[config.mk]
export PLATFORM = sky130hd
export DESIGN_NAME = otter_mem_arbiter
export DESIGN_NICKNAME = d
export VERILOG_FILES = /design/src/rtl/otter_mem_arbiter.sv
export SDC_FILE = /design/constraint.sdc
export NUM_CORES = 1
export LEC_CHECK = 0
export CAP_MARGIN = 20
export CORE_MARGIN = 1
export CORE_UTILIZATION = 40
export DETAILED_ROUTE_END_ITERATION = 8
export PLACE_DENSITY = 0.86
export SETUP_SLACK_MARGIN = 0.1
export SYNTH_ARGS = -nofsm -noshare
export SYNTH_HDL_FRONTEND = slang
export SYNTH_SLANG_ARGS = --single-unit
[constraint.sdc]
create_clock -name clk -period 3.7 [get_ports clk]
set_clock_uncertainty 0.15 [all_clocks]
set_input_delay 0.74 -clock clk [delete_from_list [all_inputs] [get_ports clk]]
set_output_delay 0.74 -clock clk [all_outputs]
set_load 0.01 [all_outputs]
[src/rtl/otter_mem_arbiter.sv]
// Round-robin arbiter sharing the single-port OTTER BRAM between instruction fetch and load/store.
// Each access runs IDLE -> ISSUE -> RESP; store data is lane-replicated and load data is extended.
module otter_mem_arbiter #(
  parameter int unsigned BUS_WIDTH = 32
) (
  input  logic                 clk,
  input  logic                 rst,
  // Instruction fetch requester
  input  logic                 if_req,
  input  logic [BUS_WIDTH-1:0] if_addr,
  output logic                 if_ready,
  output logic                 if_rvalid,
  output logic [BUS_WIDTH-1:0] if_rdata,
  output logic                 if_err,
  // Load/store requester
  input  logic                 d_req,
  input  logic                 d_we,
  input  logic [BUS_WIDTH-1:0] d_addr,
  input  logic [BUS_WIDTH-1:0] d_wdata,
  input  logic [1:0]           d_size,
  input  logic                 d_sign,
  output logic                 d_ready,
  output logic                 d_rvalid,
  output logic [BUS_WIDTH-1:0] d_rdata,
  output logic                 d_err,
  // Memory port
  output logic                 mem_we,
  output logic [BUS_WIDTH-1:0] mem_addr,
  output logic [BUS_WIDTH-1:0] mem_data,
  output logic [1:0]           mem_size,
  output logic                 mem_sign,
  input  logic [BUS_WIDTH-1:0] mem_out,
  input  logic                 mem_error
);

  typedef enum logic [1:0] {StIdle, StIssue, StResp} state_e;

  state_e               state_q, state_d;
  logic                 last_if_q, last_if_d;  // 1: IF won the previous accept
  logic                 own_if_q, own_if_d;
  logic [BUS_WIDTH-1:0] addr_q, addr_d;
  logic [BUS_WIDTH-1:0] wdata_q, wdata_d;
  logic                 we_q, we_d;
  logic                 sign_q, sign_d;
  logic [1:0]           size_q, size_d;
  logic                 err_q, err_d;

  logic                 grant_if;
  logic [BUS_WIDTH-1:0] d_wdata_rep;
  logic [7:0]           ld_byte;
  logic [15:0]          ld_half;
  logic [BUS_WIDTH-1:0] ld_fmt;

  always_comb begin
    d_wdata_rep = d_wdata;
    unique case (d_size)
      2'b00:   d_wdata_rep = {4{d_wdata[7:0]}};
      2'b01:   d_wdata_rep = {2{d_wdata[15:0]}};
      default: d_wdata_rep = d_wdata;
    endcase
  end

  always_comb begin
    state_d   = state_q;
    last_if_d = last_if_q;
    own_if_d  = own_if_q;
    addr_d    = addr_q;
    wdata_d   = wdata_q;
    we_d      = we_q;
    sign_d    = sign_q;
    size_d    = size_q;
    err_d     = err_q;
    if_ready  = 1'b0;
    d_ready   = 1'b0;

    // On a tie the requester that did not win last time gets the grant.
    grant_if = if_req & (~d_req | ~last_if_q);

    unique case (state_q)
      StIdle: begin
        if_ready = grant_if;
        d_ready  = d_req & ~grant_if;
        if (grant_if) begin
          addr_d    = if_addr;
          wdata_d   = '0;
          we_d      = 1'b0;
          sign_d    = 1'b0;
          size_d    = 2'b10;
          own_if_d  = 1'b1;
          last_if_d = 1'b1;
          state_d   = StIssue;
        end else if (d_req) begin
          addr_d    = d_addr;
          wdata_d   = d_wdata_rep;
          we_d      = d_we;
          sign_d    = d_sign;
          size_d    = d_size;
          own_if_d  = 1'b0;
          last_if_d = 1'b0;
          state_d   = StIssue;
        end
      end
      StIssue: begin
        err_d   = mem_error;
        state_d = StResp;
      end
      StResp: begin
        state_d = StIdle;
      end
      default: begin
        state_d = StIdle;
      end
    endcase
  end

  always_ff @(posedge clk or posedge rst) begin
    if (rst) begin
      state_q   <= StIdle;
      last_if_q <= 1'b0;
      own_if_q  <= 1'b0;
      addr_q    <= '0;
      wdata_q   <= '0;
      we_q      <= 1'b0;
      sign_q    <= 1'b0;
      size_q    <= 2'b00;
      err_q     <= 1'b0;
    end else begin
      state_q   <= state_d;
      last_if_q <= last_if_d;
      own_if_q  <= own_if_d;
      addr_q    <= addr_d;
      wdata_q   <= wdata_d;
      we_q      <= we_d;
      sign_q    <= sign_d;
      size_q    <= size_d;
      err_q     <= err_d;
    end
  end

  // Memory port is driven from the latches at all times so the BRAM address never glitches.
  always_comb begin
    mem_addr = addr_q;
    mem_data = wdata_q;
    mem_size = size_q;
    mem_sign = sign_q;
    mem_we   = (state_q == StIssue) & we_q & ~mem_error;
  end

  always_comb begin
    ld_byte = mem_out[7:0];
    unique case (addr_q[1:0])
      2'b00:   ld_byte = mem_out[7:0];
      2'b01:   ld_byte = mem_out[15:8];
      2'b10:   ld_byte = mem_out[23:16];
      default: ld_byte = mem_out[31:24];
    endcase
    ld_half = addr_q[1] ? mem_out[31:16] : mem_out[15:0];

    ld_fmt = mem_out;
    unique case (size_q)
      2'b00:   ld_fmt = {{(BUS_WIDTH - 8){sign_q & ld_byte[7]}}, ld_byte};
      2'b01:   ld_fmt = {{(BUS_WIDTH - 16){sign_q & ld_half[15]}}, ld_half};
      default: ld_fmt = mem_out;
    endcase
  end

  always_comb begin
    if_rvalid = (state_q == StResp) & own_if_q;
    d_rvalid  = (state_q == StResp) & ~own_if_q;
    if_err    = if_rvalid & err_q;
    d_err     = d_rvalid & err_q;
    if_rdata  = (if_rvalid & ~err_q) ? mem_out : '0;
    d_rdata   = (d_rvalid & ~err_q & ~we_q) ? ld_fmt : '0;
  end

endmodule

After elaboration in Yosys (flattened, before gate mapping)
Cells that the tools add are included.
{"block": "word_totals", "input_bits": 137, "out_inout_bits": 138, "ff_bits": 72}
{"block": "classes", "mux": 23, "n_bitwise": 20, "reduce_logical": 6, "n_eq_ne": 7}
{"op": "$mux 32", "count": 6}
{"op": "$pmux 32 s2", "count": 2}
{"op": "$pmux 8 s3", "count": 1}
{"op": "$mux 16", "count": 1}
{"op": "$and 1x1->1", "count": 13}
{"op": "$eq 2x1->1 const B", "count": 4}
{"op": "$logic_not 2->1", "count": 4}
{"op": "$mux 1", "count": 8}
{"op": "$mux 2", "count": 4}
{"op": "$not 1->1", "count": 6}
{"op": "$eq 2x2->1 const B", "count": 2}
{"op": "$pmux 2 s2", "count": 1}
{"op": "$ne 3x3->1 const B", "count": 1}
{"op": "$reduce_and 2->1", "count": 1}
{"op": "$reduce_bool 2->1", "count": 1}
{"op": "$or 1x1->1", "count": 1}

Longest topological paths before layout
Gate-level depths: netlist (run 1).
{"block": "depth", "ltp_word": 6, "depth_mapped": 6, "ltp_nobuf": 4}

Worst setup path before layout (run 1)
OpenSTA, ideal clock, no wires.
{"block": "synth_timing", "path_type": "input -> output", "start": "input port mem_out[15]", "end": "output port d_rdata[21]", "arrival_time_ns": 1.919, "path_slack_ns": 0.891, "n_path_buf": 1, "stages": 4, "path_cell_list": "mux2_4 > a222oi_1 > buf_6 > o21ai_1"}
{"block": "synth_via", "elab_chain_len": 4, "elab_cells_between_ends": 6, "cone_classes": "mux (4); bitwise (2)"}
{"item": "from (decl)", "line_no": "32", "source": "input logic [BUS_WIDTH-1:0] mem_out,"}
{"item": "$pmux 8 s3 / $mux 16 (equally long branches)", "line_no": "151, 157"}
{"item": "$and 1x1->1 (on tied branches)", "line_no": "161, 162"}
{"item": "$pmux 32 s2 (*)", "line_no": "160", "source": "unique case (size_q)"}
{"item": "$mux 32 (*)", "line_no": "173", "source": "d_rdata = (d_rvalid & ~err_q & ~we_q) ? ld_fmt : '0;"}
{"item": "to (decl)", "line_no": "24", "source": "output logic [BUS_WIDTH-1:0] d_rdata,"}
Mark *: on every way between the ends. The rest lies on a longest branch, timed or not.

Worst setup path after layout (run 1)
{"block": "layout_timing", "start": "input port mem_out[23]", "end": "output port d_rdata[26]"}
{"block": "layout_via", "elab_chain_len": 4}
{"item": "$pmux 8 s3", "line_no": "151", "source": "unique case (addr_q[1:0])"}
{"item": "$and 1x1->1", "line_no": "161", "source": "2'b00: ld_fmt = {{(BUS_WIDTH - 8){sign_q & ld_byte[7]}}, ld_byte};"}
{"item": "$pmux 32 s2", "line_no": "160"}
{"item": "$mux 32", "line_no": "173"}
No other way between the ends.

==> results of run 1 <==
[layout by cell type (no fill, tap or decap), types with 11 or more instances in the layout]
cell,count
sky130_fd_sc_hd__buf_4,22
sky130_fd_sc_hd__and2_1,35
sky130_fd_sc_hd__o2bb2ai_1,24
sky130_fd_sc_hd__nand3_1,17
sky130_fd_sc_hd__nor2_1,28
sky130_fd_sc_hd__inv_1,11
sky130_fd_sc_hd__a22o_1,11
sky130_fd_sc_hd__dlygate4sd2_1,12
sky130_fd_sc_hd__nor2b_1,12
sky130_fd_sc_hd__dfrtp_1,72
sky130_fd_sc_hd__clkdlybuf4s50_1,250
sky130_fd_sc_hd__mux2_2,82
sky130_fd_sc_hd__dlymetal6s2s_1,12
[cells by family after synthesis]
kind of cell | Yosys count | synth area share
and+or+nand+nor | 111 | 0.1312
AOI/OAI and AO/OA | 90 | 0.1546
muxes | 99 | 0.2668
DFF | 72 | 0.4010
buffers and inverters | 49 | 0.04650
[final cells by class]
class / count / area (um^2) / share of cell area
Timing Repair Buffer: 299 / 2970 / 0.3859
Multi-Input combinational cell: 300 / 2509 / 0.3259
Sequential cell: 72 / 1802 / 0.2341
Tap cell: 140 / 175.2 / 0.02276
Clock buffer: 9 / 123.9 / 0.01609
Clock inverter: 7 / 65.06 / 0.008453
Inverter: 14 / 52.55 / 0.006827
[metal layers]
metal,up-vias,wire length [um],GRT usage
met5,-,0,0
met4,0,775,0.1507
met3,67,1578,0.06691
met2,313,8473,0.5041
met1,2288,5942,0.3170
li1,2106,-,-
[final timing paths]
kind                                          start                       end  slack [ns]  cells after the start
max reg2reg                  state_q[0]$_DFFE_PP0P_  mem_addr[27]$_DFFE_PP0P_        1.64                      5
min                        mem_data[25]$_DFFE_PP0P_  mem_data[25]$_DFFE_PP0P_        0.35                      1
min in group asynchronous                       rst  mem_addr[18]$_DFFE_PP0P_        0.68                      2
max in group asynchronous                       rst    state_q[0]$_DFFE_PP0P_        2.05                      3
max                                     mem_out[23]               d_rdata[26]        0.08                      7
min reg2reg                mem_data[25]$_DFFE_PP0P_  mem_data[25]$_DFFE_PP0P_        0.35                      1
[critical path, stage by stage]
cell,delay (ns)
sky130_fd_sc_hd__clkdlybuf4s50_1,0.45
sky130_fd_sc_hd__mux2_2,0.28
sky130_fd_sc_hd__a222oi_1,0.30
sky130_fd_sc_hd__buf_4,0.20
sky130_fd_sc_hd__clkbuf_4,0.19
sky130_fd_sc_hd__o21ai_1,0.10
sky130_fd_sc_hd__clkdlybuf4s50_1,0.48
[state kept, by name (all words and copies together), names as in the netlist]
signal and cells:
state_q 2, mem_size 2, mem_addr 32, we_q 1, own_if_q 1, mem_data 32, mem_sign 1, err_q 1
[power by group]
group / internal (W) / switching, W
logic: 0.00160 / 0.00127
clock network: 0.000256 / 0.000337
registers: 0.00115 / 0.000271
[stage by stage]
stage | std cells | cell area [um^2] | setup WS [ns] | util
global route | 841 | 7697 | 0.04542 | 0.7070
floorplan | 421 | 4493 | 0.8908 | -
CTS | 841 | 7660 | 0.1128 | 0.7035
detailed placement | 823 | 7473 | 0.02987 | 0.6864
finish | 841 | 7697 | 0.08328 | 0.7070
global placement | 823 | 7473 | 0.08939 | 0.6864
[timing repair]
action                                  in CTS  in global routing
setup buffers                                1                  0
gates cloned                                 1                  0
endpoints found under the setup margin      23                 19
endpoints found under the hold margin        0                  0
gates resized for setup                     13                 16
pin swaps                                    1                  0
==> impl_metrics.sql, run 1 <==
INSERT INTO impl_metrics (metric_group, metric, value, unit) VALUES
('die', 'die-height', '108.0', 'um'),
('timing', 'worst_slew_margin_relative_to_its_limit', '0.5217', ''),
('yosys', 'synth_largest_type_area_fraction', '0.4010', ''),
('status', 'run_status', 'complete, no violations', ''),
('worst_setup_path', 'crit_type', 'input pin to output port', ''),
('clock_network', 'postCtsHoldBufs', '0', ''),
('final_layout', 'growth_of_design_area_from_synthesis_to_finish', '71.32', '%'),
('clock_network', 'cts_buffer_depth', '2', ''),
('worst_setup_path', 'worst_setup_path_start_kind', 'input pin', ''),
('power_and_ir_drop', 'cell_area_power_density', '634.4', 'mW/mm^2'),
('placement', 'portBuffers', '274', ''),
('detailed_routing', 'drt.antenna.violating_nets', '0', ''),
('yosys', 'leading_cell_types_by_total_area_after_synthesis', 'sky130_fd_sc_hd__dfrtp_1 (40%), sky130_fd_sc_hd__mux2_2 (21%), sky130_fd_sc_hd__and2_1 (4.9%)', ''),
('yosys', 'synth_edf_count', '0', ''),
('die', 'dieWidth', '108.0', 'um'),
('yosys', 'seq_area_frac_synth', '0.4010', ''),
('worst_setup_path', 'worst-endpoint-required', '2.81', 'ns'),
('yosys', 'synthTopCellsByCount', 'sky130_fd_sc_hd__mux2_2 (82), sky130_fd_sc_hd__dfrtp_1 (72), sky130_fd_sc_hd__and2_1 (35)', ''),
('timing', 'report.final.hold_viol_count', '0', ''),
('die', 'initial_utilization', '0.4127', ''),
('detailed_routing', 'route.vias.total', '4774', ''),
('detailed_routing', 'drc', '0', ''),
('timing', 'rsz0062_at_grt', 'yes', ''),
('grt', 'gr-total-overflow', '0', ''),
('yosys', 'yosys_top_cell_by_area', 'sky130_fd_sc_hd__dfrtp_1', ''),
('yosys', 'synthDistinctLibCells', '37', ''),
('timing', 'finalSetupTns', '0', 'ns'),
('yosys', 'syn_area', '0.004493', 'mm^2'),
('grt', 'via_count_of_the_first_global_routing_pass', '4782', ''),
('clock_network', 'numCtsBuffers', '9', ''),
('clock_network', 'insertion_delay', '0.35', 'ns'),
('yosys', 'synthesis.instances', '421', ''),
('timing', 'timing.fmax', '0.2765', 'GHz'),
('grt', 'grt_max_degree', '41', ''),
('grt', 'grt_util_all_layers', '0.2852', ''),
('worst_setup_path', 'worst-endpoint-arrival', '2.73', 'ns'),
('worst_setup_path', 'critical_path_peak_fanout', '8', ''),
('clock_network', 'cts_tree', 'done', ''),
('detailed_routing', 'drt-pass1-iter-count', '6', ''),
('die', 'io_pins', '275', ''),
('timing', 'setup_violations', '0', ''),
('die', 'fp.coreArea', '0.01089', 'mm^2'),
('yosys', 'synth_area_per_cell', '10.67', 'um^2'),
('timing', 'finalCritPeriodShare', '0.9775', ''),
('final_layout', 'n_antenna_cell', '0', ''),
('die', 'rows', '38', ''),
('clock_network', 'cts_sinks', '72', ''),
('timing', 'timing.final.crit_period', '3.617', 'ns'),
('power_and_ir_drop', 'power.static_leakage', '3.284', 'nW'),
('timing', 'worst_hold_slack', '0.3492', 'ns'),
('power_and_ir_drop', 'vdd.ir_drop.worst', '450.9', 'uV'),
('yosys', 'mappedNetlistNets', '558', ''),
('timing', 'slew_at_the_pin_closest_to_its_max_slew_limit', '0.7163', 'ns'),
('grt', 'wire_length_of_the_first_global_routing_pass', '25570', 'um'),
('yosys', 'ys.warnings.count', '0', ''),
('final_layout', 'final_layout_size_suffix_gt1_frac', '0.1997', ''),
('placement', 'gp_routability_congestion', '0.9897', ''),
('clock_network', 'cts_htree_levels', '3', ''),
('die', 'dieArea', '0.01166', 'mm^2'),
('worst_hold_path', 'hp-class', 'flop to flop', ''),
('clock_network', 'worst_setup_hold_path_clk_slew', '0.09', 'ns'),
('yosys', 'postSynthRegisterBits', '72', ''),
('final_layout', 'num-nets-final', '833', ''),
('placement', 'detailed_place_hpwl', '12650', 'um'),
('final_layout', 'layout.filler_cells', '829', ''),
('detailed_routing', 'drt_first_iter_violations', '538', ''),
('power_and_ir_drop', 'p_total', '0.004883', 'W'),
('yosys', 'synthArstFlopShare', '1.000', ''),
('detailed_routing', 'drt-total-wl', '16770', 'um'),
('worst_setup_path', 'kind_of_end_point_of_the_critical_path', 'output port', ''),
('job', 'max_cap_violations', '0', ''),
('yosys', 'synth_most_common_cell', 'sky130_fd_sc_hd__mux2_2', ''),
('grt', 'number_of_antenna_violations_at_the_first_check_in_global_routing', '0', ''),
('yosys', 'synth_top_flop_cell', 'sky130_fd_sc_hd__dfrtp_1', ''),
('timing', 'drv_slew', '0', ''),
('clock_network', 'cts_root_buf', 'sky130_fd_sc_hd__clkbuf_8', ''),
('detailed_routing', 'vias_per_cell', '5.677', ''),
('detailed_routing', 'routed_wire_length_per_instance', '19.94', 'um');
(Power assumes the default switching activity.)
==> run 2, diff against run 1 <==
--- a/config.mk
+++ b/config.mk
@@ -10,7 +10,6 @@
 export CORE_UTILIZATION = 40
 export DETAILED_ROUTE_END_ITERATION = 8
 export PLACE_DENSITY = 0.86
-export SETUP_SLACK_MARGIN = 0.1
 export SYNTH_ARGS = -nofsm -noshare
 export SYNTH_HDL_FRONTEND = slang
 export SYNTH_SLANG_ARGS = --single-unit
==> impl_metrics.sql, run 2 (synthesized netlist as in run 1, its figures left out) <==
INSERT INTO impl_metrics (metric_group, metric, value, unit) VALUES
('status', 'run_status', 'complete, no violations', ''),
('clock_network', 'worst_setup_hold_path_clk_slew', '0.08', 'ns'),
('final_layout', 'seq_cell_area', '0.001802', 'mm^2'),
('die', 'io_pins', '275', ''),
('worst_setup_path', 'kind_of_end_point_of_the_critical_path', 'output port', ''),
('timing', 'timing.final.crit_period', '3.694', 'ns'),
('power_and_ir_drop', 'p_total', '0.004897', 'W'),
('timing', 'drv_slew', '0', ''),
('power_and_ir_drop', 'cell_area_power_density', '636.4', 'mW/mm^2'),
('timing', 'slew_at_the_pin_closest_to_its_max_slew_limit', '0.7154', 'ns'),
('power_and_ir_drop', 'power.share.switching', '0.3830', ''),
('placement', 'dpl_cell_area', '0.007473', 'mm^2'),
('final_layout', 'num-nets-final', '833', ''),
('worst_setup_path', 'r2r_cells', '5', ''),
('detailed_routing', 'drt-pass1-iter-count', '5', ''),
('clock_network', 'cts_root_buf', 'sky130_fd_sc_hd__clkbuf_8', ''),
('detailed_routing', 'drc', '0', ''),
('power_and_ir_drop', 'power.static_leakage', '3.050', 'nW'),
('worst_setup_path', 'timing.critical_path.mode_cell', 'sky130_fd_sc_hd__clkdlybuf4s50_1', ''),
('grt', 'number_of_antenna_violations_at_the_first_check_in_global_routing', '0', ''),
('clock_network', 'postCtsHoldBufs', '0', ''),
('grt', 'grt_util_all_layers', '0.2832', ''),
('power_and_ir_drop', 'combinational_power_share', '0.588', ''),
('worst_hold_path', 'timing.hold.worst.start', 'mem_data[13]$_DFFE_PP0P_', ''),
('placement', 'gp_routability_congestion', '0.9897', ''),
('detailed_routing', 'drt-total-wl', '16650', 'um'),
('worst_setup_path', 'largest_delay_contributor_family_on_the_critical_path', 'buffers and inverters', ''),
('final_layout', 'multi_input_area', '0.002514', 'mm^2'),
('final_layout', 'final_layout_size_suffix_gt1_frac', '0.2011', ''),
('final_layout', 'final_common_cell', 'sky130_fd_sc_hd__clkdlybuf4s50_1', ''),
('timing', 'setup_violations', '0', ''),
('job', 'max_cap_violations', '0', ''),
('worst_setup_path', 'worst-endpoint-required', '2.81', 'ns'),
('power_and_ir_drop', 'clk_network_pwr_share', '0.121', ''),
('worst_setup_path', 'rr_startpoint', 'state_q[0]$_DFFE_PP0P_', ''),
('clock_network', 'cts_buffer_depth', '2', ''),
('worst_hold_path', 'whs_path_cells', '1', ''),
('clock_network', 'numCtsBuffers', '9', ''),
('final_layout', 'n_antenna_cell', '0', ''),
('worst_setup_path', 'timing.reg2reg.setup_slack', '1.64', 'ns'),
('worst_setup_path', 'startpoint', 'mem_out[23]', ''),
('timing', 'worst_slew_margin_relative_to_its_limit', '0.5224', ''),
('detailed_routing', 'drt.antenna.violating_nets', '0', ''),
('final_layout', 'growth_of_design_area_from_synthesis_to_finish', '71.26', '%'),
('worst_setup_path', 'critical_path.reg2reg.endpoint', 'mem_addr[27]$_DFFE_PP0P_', ''),
('worst_setup_path', 'worst_setup_path_start_kind', 'input pin', ''),
('clock_network', 'cts_htree_levels', '3', ''),
('die', 'fp.coreArea', '0.01089', 'mm^2'),
('die', 'dieArea', '0.01166', 'mm^2'),
('detailed_routing', 'vias_per_cell', '5.616', ''),
('timing', 'report.final.hold_viol_count', '0', ''),
('clock_network', 'cts_tree', 'done', ''),
('placement', 'portBuffers', '274', ''),
('grt', 'gr-total-overflow', '0', ''),
('grt', 'via_count_of_the_first_global_routing_pass', '4781', ''),
('worst_hold_path', 'min_to', 'mem_data[13]$_DFFE_PP0P_', ''),
('detailed_routing', 'drt_first_iter_violations', '442', ''),
('placement', 'placed_cells', '823', ''),
('detailed_routing', 'routed_wire_length_per_instance', '19.80', 'um'),
('timing', 'worst_hold_slack', '0.3495', 'ns'),
('worst_setup_path', 'timing.critical_path.cells', 'clkdlybuf4s50_1 > mux2_2 > a222oi_1 > buf_4 > clkbuf_4 > o21ai_1 > clkdlybuf4s50_1', ''),
('detailed_routing', 'route.vias.total', '4723', ''),
('die', 'die-height', '108.0', 'um'),
('grt', 'wire_length_of_the_first_global_routing_pass', '25400', 'um'),
('die', 'rows', '38', ''),
('placement', 'detailed_place_hpwl', '12650', 'um'),
('worst_setup_path', 'critPathSlowestCell', 'sky130_fd_sc_hd__clkdlybuf4s50_1', ''),
('final_layout', 'layout.filler_cells', '819', ''),
('grt', 'grt_max_degree', '41', ''),
('die', 'initial_utilization', '0.4127', ''),
('worst_setup_path', 'cp.buffers_inverters', '4', ''),
('power_and_ir_drop', 'cellInternalPower', '0.003022', 'W'),
('final_layout', 'layoutNonFillerInstCount', '841', ''),
('worst_setup_path', 'worst-endpoint-arrival', '2.80', 'ns'),
('timing', 'finalCritPeriodShare', '0.9983', ''),
('worst_setup_path', 'crit_type', 'input pin to output port', ''),
('worst_hold_path', 'hp-class', 'flop to flop', ''),
('worst_setup_path', 'cpPeakStageDelay', '0.49', 'ns'),
('power_and_ir_drop', 'p_sw', '0.001876', 'W'),
('power_and_ir_drop', 'vdd.ir_drop.worst', '450.2', 'uV'),
('timing', 'setup_slack', '0.006232', 'ns'),
('final_layout', 'design_area', '0.007695', 'mm^2'),
('placement', 'dp_worst_setup_slack', '0.02987', 'ns'),
('final_layout', 'mostFrequentLayoutCells', 'sky130_fd_sc_hd__clkdlybuf4s50_1 (271), sky130_fd_sc_hd__mux2_2 (82), sky130_fd_sc_hd__dfrtp_1 (72)', ''),
('timing', 'timing.fmax', '0.2707', 'GHz'),
('power_and_ir_drop', 'seq_power_share', '0.290', ''),
('die', 'dieWidth', '108.0', 'um'),
('clock_network', 'insertion_delay', '0.35', 'ns'),
('clock_network', 'cts_sinks', '72', ''),
('worst_setup_path', 'critical_path_peak_fanout', '8', '');
[run 2: stage by stage]
| step | utilization | TNS [ns] |
|---|---|---|
| final | 0.7067 | 0 |
| after global routing | 0.7067 | -0.2559 |
| after CTS | 0.7037 | 0 |
| after detailed placement | 0.6864 | 0 |
| after global placement | 0.6864 | 0 |
| after floorplan | - | 0 |
[run 2: power by group through the flow]
stage               logic [W]  registers (W)  clock network, W
finish                0.00288        0.00142          0.000594
global route          0.00306        0.00147          0.000637
CTS                   0.00283        0.00142          0.000605
detailed placement    0.00282        0.00143                 0
global placement      0.00275        0.00140                 0
floorplan             0.00130        0.00152                 0
[run 2: worst max path at each step]
stage / end / slack [ns] / depth (start not counted)
3_5_place_dp: d_rdata[8] / 0.03 / 6
5_1_grt: d_rdata[26] / -0.04 / 7
6_report: d_rdata[23] / 0.006 / 7
2_1_floorplan: d_rdata[21] / 0.89 / 4
4_1_cts: d_rdata[20] / 0.03 / 6
3_3_place_gp: d_rdata[8] / 0.09 / 6
[run 2: repair_timing]
item | CTS | global route
endpoints found under the setup margin | 0 | 25
setup buffers | 0 | 1
resized for setup | 0 | 9
[run 2: metal layers]
layer,up-vias,global-route usage,wire (um)
met4,0,0.1526,718
met1,2266,0.3150,5886
met3,60,0.06691,1583
met5,-,0,0
li1,2106,-,-
met2,291,0.4986,8466
[run 2: final cells by class]
type / count / share of cell area
Inverter: 14 / 0.006829
Sequential cell: 72 / 0.2341
Clock buffer: 9 / 0.01610
Tap cell: 140 / 0.02276
Clock inverter: 7 / 0.008455
Timing Repair Buffer: 299 / 0.3850
Multi-Input combinational cell: 300 / 0.3267
==> run 3, diff against run 2 <==
--- a/config.mk
+++ b/config.mk
@@ -7,9 +7,10 @@
 export LEC_CHECK = 0
 export CAP_MARGIN = 20
 export CORE_MARGIN = 1
-export CORE_UTILIZATION = 40
+export CORE_UTILIZATION = 39
+export CTS_BUF_LIST = sky130_fd_sc_hd__clkbuf_8
 export DETAILED_ROUTE_END_ITERATION = 8
-export PLACE_DENSITY = 0.86
+export PLACE_DENSITY = 0.84
 export SYNTH_ARGS = -nofsm -noshare
 export SYNTH_HDL_FRONTEND = slang
 export SYNTH_SLANG_ARGS = --single-unit
==> constraint.sdc (replaced) <==
create_clock -name clk -period 4.1 [get_ports clk]
set_clock_uncertainty 0.15 [all_clocks]
set_input_delay 0.82 -clock clk [delete_from_list [all_inputs] [get_ports clk]]
set_output_delay 0.82 -clock clk [all_outputs]
set_load 0.01 [all_outputs]
==> impl_metrics.sql, run 3 (synthesized netlist as in run 1, its figures left out) <==
INSERT INTO impl_metrics (metric_group, metric, value, unit) VALUES
('worst_setup_path', 'worst-endpoint-arrival', '2.90', 'ns'),
('placement', 'placed_cells', '817', ''),
('power_and_ir_drop', 'vdd.ir_drop.worst', '398.3', 'uV'),
('final_layout', 'layoutNonFillerInstCount', '833', ''),
('detailed_routing', 'route.vias.total', '4553', ''),
('detailed_routing', 'drt_first_iter_violations', '475', ''),
('worst_setup_path', 'cpPeakStageDelay', '0.50', 'ns'),
('placement', 'gp_routability_congestion', '0.9459', ''),
('timing', 'timing.final.crit_period', '3.869', 'ns'),
('timing', 'finalCritPeriodShare', '0.9438', ''),
('clock_network', 'insertion_delay', '0.34', 'ns'),
('worst_setup_path', 'timing.critical_path.cells', 'clkdlybuf4s50_1 > mux2_4 > a222oi_1 > buf_4 > o21ai_0 > clkdlybuf4s50_1', ''),
('clock_network', 'cts_buffer_depth', '2', ''),
('die', 'dieArea', '0.01195', 'mm^2'),
('die', 'dieWidth', '109.3', 'um'),
('worst_setup_path', 'crit_type', 'input pin to output port', ''),
('final_layout', 'design_area', '0.007644', 'mm^2'),
('clock_network', 'postCtsHoldBufs', '0', ''),
('final_layout', 'final_layout_size_suffix_gt1_frac', '0.1861', ''),
('placement', 'dpl_cell_area', '0.007398', 'mm^2'),
('clock_network', 'cts_htree_levels', '3', ''),
('grt', 'wire_length_of_the_first_global_routing_pass', '23840', 'um'),
('power_and_ir_drop', 'cell_area_power_density', '581.7', 'mW/mm^2'),
('timing', 'drv_slew', '0', ''),
('clock_network', 'cts_resized', '0', ''),
('clock_network', 'cts_root_buf', 'sky130_fd_sc_hd__clkbuf_8', ''),
('die', 'io_pins', '275', ''),
('grt', 'via_count_of_the_first_global_routing_pass', '4630', ''),
('timing', 'worst_hold_slack', '0.3411', 'ns'),
('timing', 'timing.fmax', '0.2584', 'GHz'),
('grt', 'gr-total-overflow', '0', ''),
('timing', 'finalSetupTns', '0', 'ns'),
('worst_setup_path', 'critical_path_peak_fanout', '16', ''),
('final_layout', 'growth_of_design_area_from_synthesis_to_finish', '70.12', '%'),
('final_layout', 'n_antenna_cell', '0', ''),
('clock_network', 'worst_setup_hold_path_clk_slew', '0.07', 'ns'),
('power_and_ir_drop', 'power.static_leakage', '3.005', 'nW'),
('worst_hold_path', 'hp-class', 'flop to flop', ''),
('worst_setup_path', 'timing.critical_path.mode_cell', 'sky130_fd_sc_hd__clkdlybuf4s50_1', ''),
('timing', 'worst_slew_margin_relative_to_its_limit', '0.5787', ''),
('grt', 'number_of_antenna_violations_at_the_first_check_in_global_routing', '0', ''),
('clock_network', 'postCtsSetupBuffers', '0', ''),
('job', 'max_cap_violations', '0', ''),
('worst_setup_path', 'worst-endpoint-required', '3.13', 'ns'),
('worst_setup_path', 'worst_setup_path_start_kind', 'input pin', ''),
('grt', 'grt_util_all_layers', '0.2635', ''),
('detailed_routing', 'drt-pass1-iter-count', '5', ''),
('placement', 'detailed_place_hpwl', '12350', 'um'),
('worst_setup_path', 'critPathSlowestCell', 'sky130_fd_sc_hd__clkdlybuf4s50_1', ''),
('worst_setup_path', 'kind_of_end_point_of_the_critical_path', 'output port', ''),
('timing', 'rsz0062_at_grt', 'no', ''),
('worst_setup_path', 'timing.reg2reg.setup_slack', '2.06', 'ns'),
('final_layout', 'final_common_cell', 'sky130_fd_sc_hd__clkdlybuf4s50_1', ''),
('final_layout', 'mostFrequentLayoutCells', 'sky130_fd_sc_hd__clkdlybuf4s50_1 (274), sky130_fd_sc_hd__mux2_2 (82), sky130_fd_sc_hd__dfrtp_1 (72)', ''),
('final_layout', 'num-nets-final', '825', ''),
('timing', 'slew_at_the_pin_closest_to_its_max_slew_limit', '0.6320', 'ns'),
('timing', 'setup_violations', '0', ''),
('die', 'rows', '38', ''),
('grt', 'grt_max_degree', '36', ''),
('die', 'fp.coreArea', '0.01103', 'mm^2'),
('status', 'run_status', 'complete, no violations', ''),
('die', 'die-height', '109.3', 'um'),
('detailed_routing', 'drt.antenna.violating_nets', '0', ''),
('clock_network', 'numCtsBuffers', '9', ''),
('final_layout', 'layout.filler_cells', '853', ''),
('detailed_routing', 'routed_wire_length_per_instance', '19.05', 'um'),
('detailed_routing', 'drc', '0', ''),
('placement', 'portBuffers', '274', ''),
('detailed_routing', 'vias_per_cell', '5.466', ''),
('timing', 'report.final.hold_viol_count', '0', ''),
('clock_network', 'cts_tree', 'done', ''),
('clock_network', 'cts_sinks', '72', ''),
('die', 'initial_utilization', '0.4073', ''),
('detailed_routing', 'drt-total-wl', '15870', 'um');
run 3: routing by layer:
layer / vias up / wire length [um] / global-route usage
li1: 2091 / - / -
met1: 2171 / 5772 / 0.2883
met2: 243 / 8125 / 0.4726
met3: 48 / 1319 / 0.06817
met4: 0 / 648 / 0.1276
met5: - / 0 / 0
run 3: cell type report:
class	count	area, um^2	share of cell area
Sequential cell	72	1802	0.2357
Inverter	14	52.55	0.006875
Multi-Input combinational cell	300	2499	0.3269
Clock buffer	10	137.6	0.01801
Clock inverter	6	107.6	0.01408
Timing Repair Buffer	291	2870	0.3755
Tap cell	140	175.2	0.02292
run 3: metrics by stage:
| stage | util | worst slack [ns] | power (W) |
|---|---|---|---|
| 2_1_floorplan | - | 1.131 | 0.002539 |
| 6_report | 0.6929 | 0.2306 | 0.004446 |
| 4_1_cts | 0.6929 | 0.2300 | 0.004468 |
| 3_3_place_gp | 0.6707 | 0.2868 | 0.003691 |
| 5_1_grt | 0.6929 | 0.1550 | 0.004692 |
| 3_5_place_dp | 0.6707 | 0.2424 | 0.003767 |
run 3: path summary, 6_finish.rpt:
kind	startpoint	depth (start not counted)	to
max in group asynchronous	rst	3	mem_data[31]$_DFFE_PP0P_
hold reg to reg	mem_data[12]$_DFFE_PP0P_	1	mem_data[12]$_DFFE_PP0P_
setup reg to reg	state_q[0]$_DFFE_PP0P_	5	mem_addr[26]$_DFFE_PP0P_
hold / removal	mem_data[12]$_DFFE_PP0P_	1	mem_data[12]$_DFFE_PP0P_
min in group asynchronous	rst	2	mem_addr[17]$_DFFE_PP0P_
setup / recovery	mem_out[15]	6	d_rdata[17]
run 3: power breakdown:
part           switching [W]  total [W]  internal (W)  leakage (nW)
combinational        0.00107    0.00247       0.00140          1.99
sequential          0.000255    0.00129       0.00104         0.889
clock               0.000263   0.000682      0.000419         0.128
total                0.00159    0.00445       0.00286          3.00
run 3: worst max-delay path: cells and delay by family:
family / cells / cell delay (ns)
compound gates: 2 / 0.49
mux: 1 / 0.31
buf+inv: 3 / 1.27
